## src/rtl/cmp_result_tracker.sv

```systemverilog
// cmp_result_tracker: tracks the results of an upstream X/Y comparator.
// It keeps a saturating event counter for each of GT, LT and EQ, and runs an
// FSM that follows the current run of identical results. streak is raised
// during a long GT or LT run.
// Optional feature: define CMP_RESULT_TRACKER_ERR_CHECK_EN to enable
// illegal-flag detection. When it is defined, err is sticky and illegal
// samples are dropped. When it is undefined, the flags are priority-decoded
// and err is tied low.
module cmp_result_tracker #(
    parameter int unsigned CNT_W  = 4,
    parameter int unsigned RUN_TH = 4
) (
    input  logic             clk,
    input  logic             rst,
    input  logic             in_valid,
    input  logic             xgty,
    input  logic             xlty,
    input  logic             xeqy,
    input  logic             clr,
    output logic [CNT_W-1:0] gt_cnt,
    output logic [CNT_W-1:0] lt_cnt,
    output logic [CNT_W-1:0] eq_cnt,
    output logic [1:0]       state,
    output logic [2:0]       run_len,
    output logic             streak,
    output logic             err
);

    typedef enum logic [1:0] {
        IDLE   = 2'b00,
        GT_RUN = 2'b01,
        LT_RUN = 2'b10,
        EQ_RUN = 2'b11
    } state_t;

    state_t st;
    state_t tgt;
    logic   hit;

`ifdef CMP_RESULT_TRACKER_ERR_CHECK_EN
    logic bad;
    logic err_q;

    // Decode a sample: exactly one flag must be set, anything else is illegal
    always_comb begin
        hit = 1'b0;
        bad = 1'b0;
        tgt = IDLE;
        case ({xgty, xlty, xeqy})
            3'b100:  begin hit = 1'b1; tgt = GT_RUN; end
            3'b010:  begin hit = 1'b1; tgt = LT_RUN; end
            3'b001:  begin hit = 1'b1; tgt = EQ_RUN; end
            default: bad = 1'b1;
        endcase
    end

    // Sticky illegal-sample flag, cleared only by rst or clr
    always_ff @(posedge clk) begin
        if (rst || clr) begin
            err_q <= 1'b0;
        end else if (in_valid && bad) begin
            err_q <= 1'b1;
        end
    end

    assign err = err_q;
`else
    // Decode a sample by priority xgty > xlty > xeqy; all-zero is no hit
    always_comb begin
        hit = 1'b0;
        tgt = IDLE;
        if (xgty) begin
            hit = 1'b1;
            tgt = GT_RUN;
        end else if (xlty) begin
            hit = 1'b1;
            tgt = LT_RUN;
        end else if (xeqy) begin
            hit = 1'b1;
            tgt = EQ_RUN;
        end
    end

    assign err = 1'b0;
`endif

    // Counters, run FSM and run length, all advanced only by an accepted legal sample
    always_ff @(posedge clk) begin
        if (rst || clr) begin
            gt_cnt  <= '0;
            lt_cnt  <= '0;
            eq_cnt  <= '0;
            st      <= IDLE;
            run_len <= '0;
        end else if (in_valid && hit) begin
            case (tgt)
                GT_RUN:  if (gt_cnt != '1) gt_cnt <= gt_cnt + CNT_W'(1);
                LT_RUN:  if (lt_cnt != '1) lt_cnt <= lt_cnt + CNT_W'(1);
                EQ_RUN:  if (eq_cnt != '1) eq_cnt <= eq_cnt + CNT_W'(1);
                default: ;
            endcase
            if (st == tgt) begin
                if (run_len != 3'd7) run_len <= run_len + 3'd1;
            end else begin
                st      <= tgt;
                run_len <= 3'd1;
            end
        end
    end

    assign state  = st;
    assign streak = ((st == GT_RUN) || (st == LT_RUN)) && (32'(run_len) >= RUN_TH);

endmodule

```

## config.mk

```make
export PLATFORM = sky130hd
export DESIGN_NAME = cmp_result_tracker
export DESIGN_NICKNAME = d
export VERILOG_FILES = /design/src/rtl/cmp_result_tracker.sv
export SDC_FILE = /design/constraint.sdc
export NUM_CORES = 1
export LEC_CHECK = 0
export CAP_MARGIN = 10
export CORE_ASPECT_RATIO = 0.7
export CORE_MARGIN = 8
export CORE_UTILIZATION = 46
export DETAILED_ROUTE_END_ITERATION = 8
export PLACE_DENSITY = 0.77
export REMOVE_ABC_BUFFERS = 1
export SLEW_MARGIN = 30
export SYNTH_ARGS = -nofsm -noshare
export SYNTH_HDL_FRONTEND = slang
export SYNTH_SLANG_ARGS = --single-unit
```

## constraint.sdc

```tcl
create_clock -name clk -period 1.8 [get_ports clk]
set_input_delay 0.27 -clock clk [delete_from_list [all_inputs] [get_ports clk]]
set_output_delay 0.27 -clock clk [all_outputs]
set_load 0.01 [all_outputs]
```

==> run summary <==
The clock net in this run drives a total of 17 sinks. After detailed routing, the total wire length is 2.156 mm. The detailed placer's ending HPWL is 1.600 mm. In this run the critical register-to-register path is captured at run_len[0]. At the worst endpoint, the required time is 1.53 ns. The buffer depth of the longest clock path came out at 2. Summed over all cells, the static leakage comes to 0.4840 nW.

Counting flops and latches in the post-synthesis netlist gives 17. The number of enable flip-flop cells after synthesis came out at 0. The min-delay analysis places its worst path in the category flop to flop. The post-detailed-route via-to-cell ratio came out at 5.293. The average detailed-routed wire length per instance came out at 14.37 um. The number of DRC markers in iteration 0 is 41. Grouping stages by cell kind, the critical path spends the most delay in buffers and inverters.

The number of antenna diodes in the final layout is 0. The count of standard-cell rows is 13. The critical path's largest stage delay came out at 0.60 ns.

The number of iterations in the first detailed-routing pass came out at 4. The starting utilization of the core area is 48.60%. The synthesis-to-layout area growth came out at 35.57%.

The level count of the clock H-tree is 1. The yosys synthesis warning count is 0. The initial antenna violation count came out at 0. The core utilization of the finished layout came out at 65.90%. In the final design database the tool counted 141 nets. The final estimated routing congestion in global placement is 0.7795. The later-pin clock latency in the skew report is 0.29 ns.

Yosys mapped the design onto 36 distinct sky130hd cell types. The number of max-cap violations came out at 0. The core area came out at 1838 um^2. The tree is rooted in a sky130_fd_sc_hd__clkbuf_4.

The total count of hold-check failures in the final report came out at 0. The number of global-route vias before repair is 736. The number of buffers created by CTS came out at 3. The count of pins on the block boundary came out at 26. The cell depth of the worst flop-to-flop path came out at 5. The run finished with clean final reports. The area share of the leading cell type in the synthesized netlist came out at 38.10%. The clock period minus worst slack is 1.623 ns. Timing would allow up to 616.0 MHz. The floorplan die width is 68.67 um.

Counting both buffers and inverters, the worst setup path holds a total of 1. Input and output buffers added on the ports amount to 24. The most critical setup path has its endpoint at lt_cnt[2]. The worst-case vdd ir drop is 0.0005400 V. The clock transition time at the flip-flop clock pins of the worst setup and hold paths is 0.10 ns. In the synthesized netlist the dominant register cell turns out to be sky130_fd_sc_hd__dfxtp_1. Setup repair after global routing left no endpoint under its margin.

The worst setup path is of the flop to primary output kind. The number of nets still failing antenna checks after routing came out at 0. Setup violations remaining at the end of the flow were counted as 0. The post-route setup TNS came out at 0 ns. The number of instances in the synthesized netlist is 99. Of all flip-flops after synthesis, the portion carrying an async set or reset was 0%. The global-route wire length before repair is 3.387 mm. The part of the Yosys area used for sequential elements came out at 38.10%. TritonCTS built the clock tree. The routed layout has 794 vias.

The number of inserted filler cells in the final layout is 147. On the final layout, the worst hold slack is 0.5065 ns. The global routing usage summed across all routing layers came out at 12.15%. The power per cell area is 567.4 nW/um^2.

The worst register-to-register path begins at run_len[0]. The total of hold buffers inserted after clock tree synthesis came out at 0. Cells with a size suffix above 1 make up 11.72% of the layout. The count of cell instances traversed by the critical path is 1. Data on the critical path arrives at its endpoint at 1.35 ns. In this run the worst path has a maximum fanout of 6. A synthesized cell averages 9.024 um^2.

The die is 52.87 um tall. The worst setup path is captured at a primary output. The largest net degree at the start of global routing is 14.

The critical path goes through clkdlybuf4s50_1. The source of the critical timing path is lt_cnt[2]. The summed instance area of the synthesized netlist came out at 893.4 um^2. The register-to-register path setup slack came out at 0.44 ns.

The share of the clock period used by the worst path came out at 90.19%. The final count of pins violating max slew came out at 0. The leading area contributor after synthesis is sky130_fd_sc_hd__dfxtp_1.

After clock tree synthesis, the setup repair step added 0 buffers. After detailed routing, the number of remaining DRC violations is 0. The die area is 3631 um^2.

Ranked by total cell area, the synthesized netlist is headed by sky130_fd_sc_hd__dfxtp_1 (38%), sky130_fd_sc_hd__ha_1 (7.0%), sky130_fd_sc_hd__xor2_1 (5.9%). Summed over all layers, the global routing overflow is 0. The worst setup path is launched from a flop. The worst clock skew came out at 0.001073 ns. The slowest stage of the critical path belongs to the cell sky130_fd_sc_hd__clkdlybuf4s50_1.
[synthesized netlist by cell type (5+ instances only)]
cell type	instances
sky130_fd_sc_hd__nand3_1	9
sky130_fd_sc_hd__xor2_1	6
sky130_fd_sc_hd__dfxtp_1	17
sky130_fd_sc_hd__ha_1	5
sky130_fd_sc_hd__nand2_1	7
sky130_fd_sc_hd__nor2_1	13
[state kept, by name, indices dropped and copies added (netlist names)]
signal / count
state: 2
run_len: 3
gt_cnt: 4
eq_cnt: 4
lt_cnt: 4
[cell type report]
cell class | instances | area, um^2 | area share (%)
multi-input combinational | 75 | 515.5 | 42.56
sequential | 17 | 345.3 | 28.51
clock buffer | 3 | 22.52 | 1.860
tap | 22 | 27.53 | 2.273
timing repair buffer | 30 | 287.8 | 23.76
inverter | 2 | 7.507 | 0.6198
clock inverter | 1 | 5.005 | 0.4132
[cells in the final DEF (no fill, tap or decap), drive strengths merged, types with 2 or more instances in the layout]
master / count
a31oi: 3
xnor2: 2
o21ai: 3
inv: 2
nor2: 13
ha: 5
buf: 6
o22ai: 2
nand2: 7
clkdlybuf4s50: 23
clkbuf: 3
a21oi: 2
nand3: 9
mux2i: 2
and3: 2
and2: 2
dfxtp: 17
nor3: 2
xor2: 6
[metrics by stage]
step                setup WS (ns)  cell area [um^2]  cells  total power, mW
CTS                       0.02135              1205    150           0.6904
global placement          0.03976              1176    146           0.4846
finish                     0.1766              1211    150           0.6872
detailed placement       -0.02208              1176    146           0.4868
floorplan                  0.4340             863.3     94           0.4359
global route               0.1040              1211    150           0.7230
[logic make-up (layout without fill, tap and decap cells)]
| group | after synthesis | count (layout) | share of synthesized area (%) |
|---|---|---|---|
| and+or+nand+nor | 43 | 43 | 25.07 |
| DFF | 17 | 17 | 38.10 |
| AOI/OAI and AO/OA | 15 | 15 | 12.61 |
| xor gates and xnor gates | 8 | 8 | 7.843 |
| buffers and inverters | 7 | 36 | 4.202 |
| adders and majority gates | 5 | 5 | 7.003 |
| muxes | 3 | 3 | 4.762 |
| other | 1 | 1 | 0.4198 |
[report_power, final]
| part | switching (mW) | leakage (nW) | internal (mW) | total [mW] |
|---|---|---|---|---|
| clock network | 0.125 | 0.0177 | 0.0827 | 0.208 |
| registers | 0.00643 | 0.139 | 0.381 | 0.387 |
| logic | 0.0444 | 0.328 | 0.0478 | 0.0922 |
| total | 0.176 | 0.484 | 0.511 | 0.687 |
[layer usage]
| metal | wire (um) | global-route usage, % |
|---|---|---|
| met1 | 980 | 14.48 |
| met2 | 1009 | 19.41 |
| met3 | 151 | 6.105 |
| met4 | 15 | 2.034 |
| met5 | 0 | 0 |
[how the worst min path moves through the flow]
stage          startpoint          to  slack (ns)  depth (start not counted)
2_1_floorplan        xgty    state[1]        0.38                          1
3_3_place_gp   run_len[1]  run_len[1]        0.48                          2
3_5_place_dp    eq_cnt[1]   eq_cnt[1]        0.49                          2
4_1_cts         eq_cnt[1]   eq_cnt[1]        0.51                          2
5_1_grt         eq_cnt[1]   eq_cnt[1]        0.53                          2
6_report        eq_cnt[1]   eq_cnt[1]        0.51                          2
[timing repair]
item / in CTS / in global routing
setup endpoints to repair: 1 / 1
gates resized for setup: 1 / 3
cloned: 0 / 0
(Power assumes the default switching activity.)
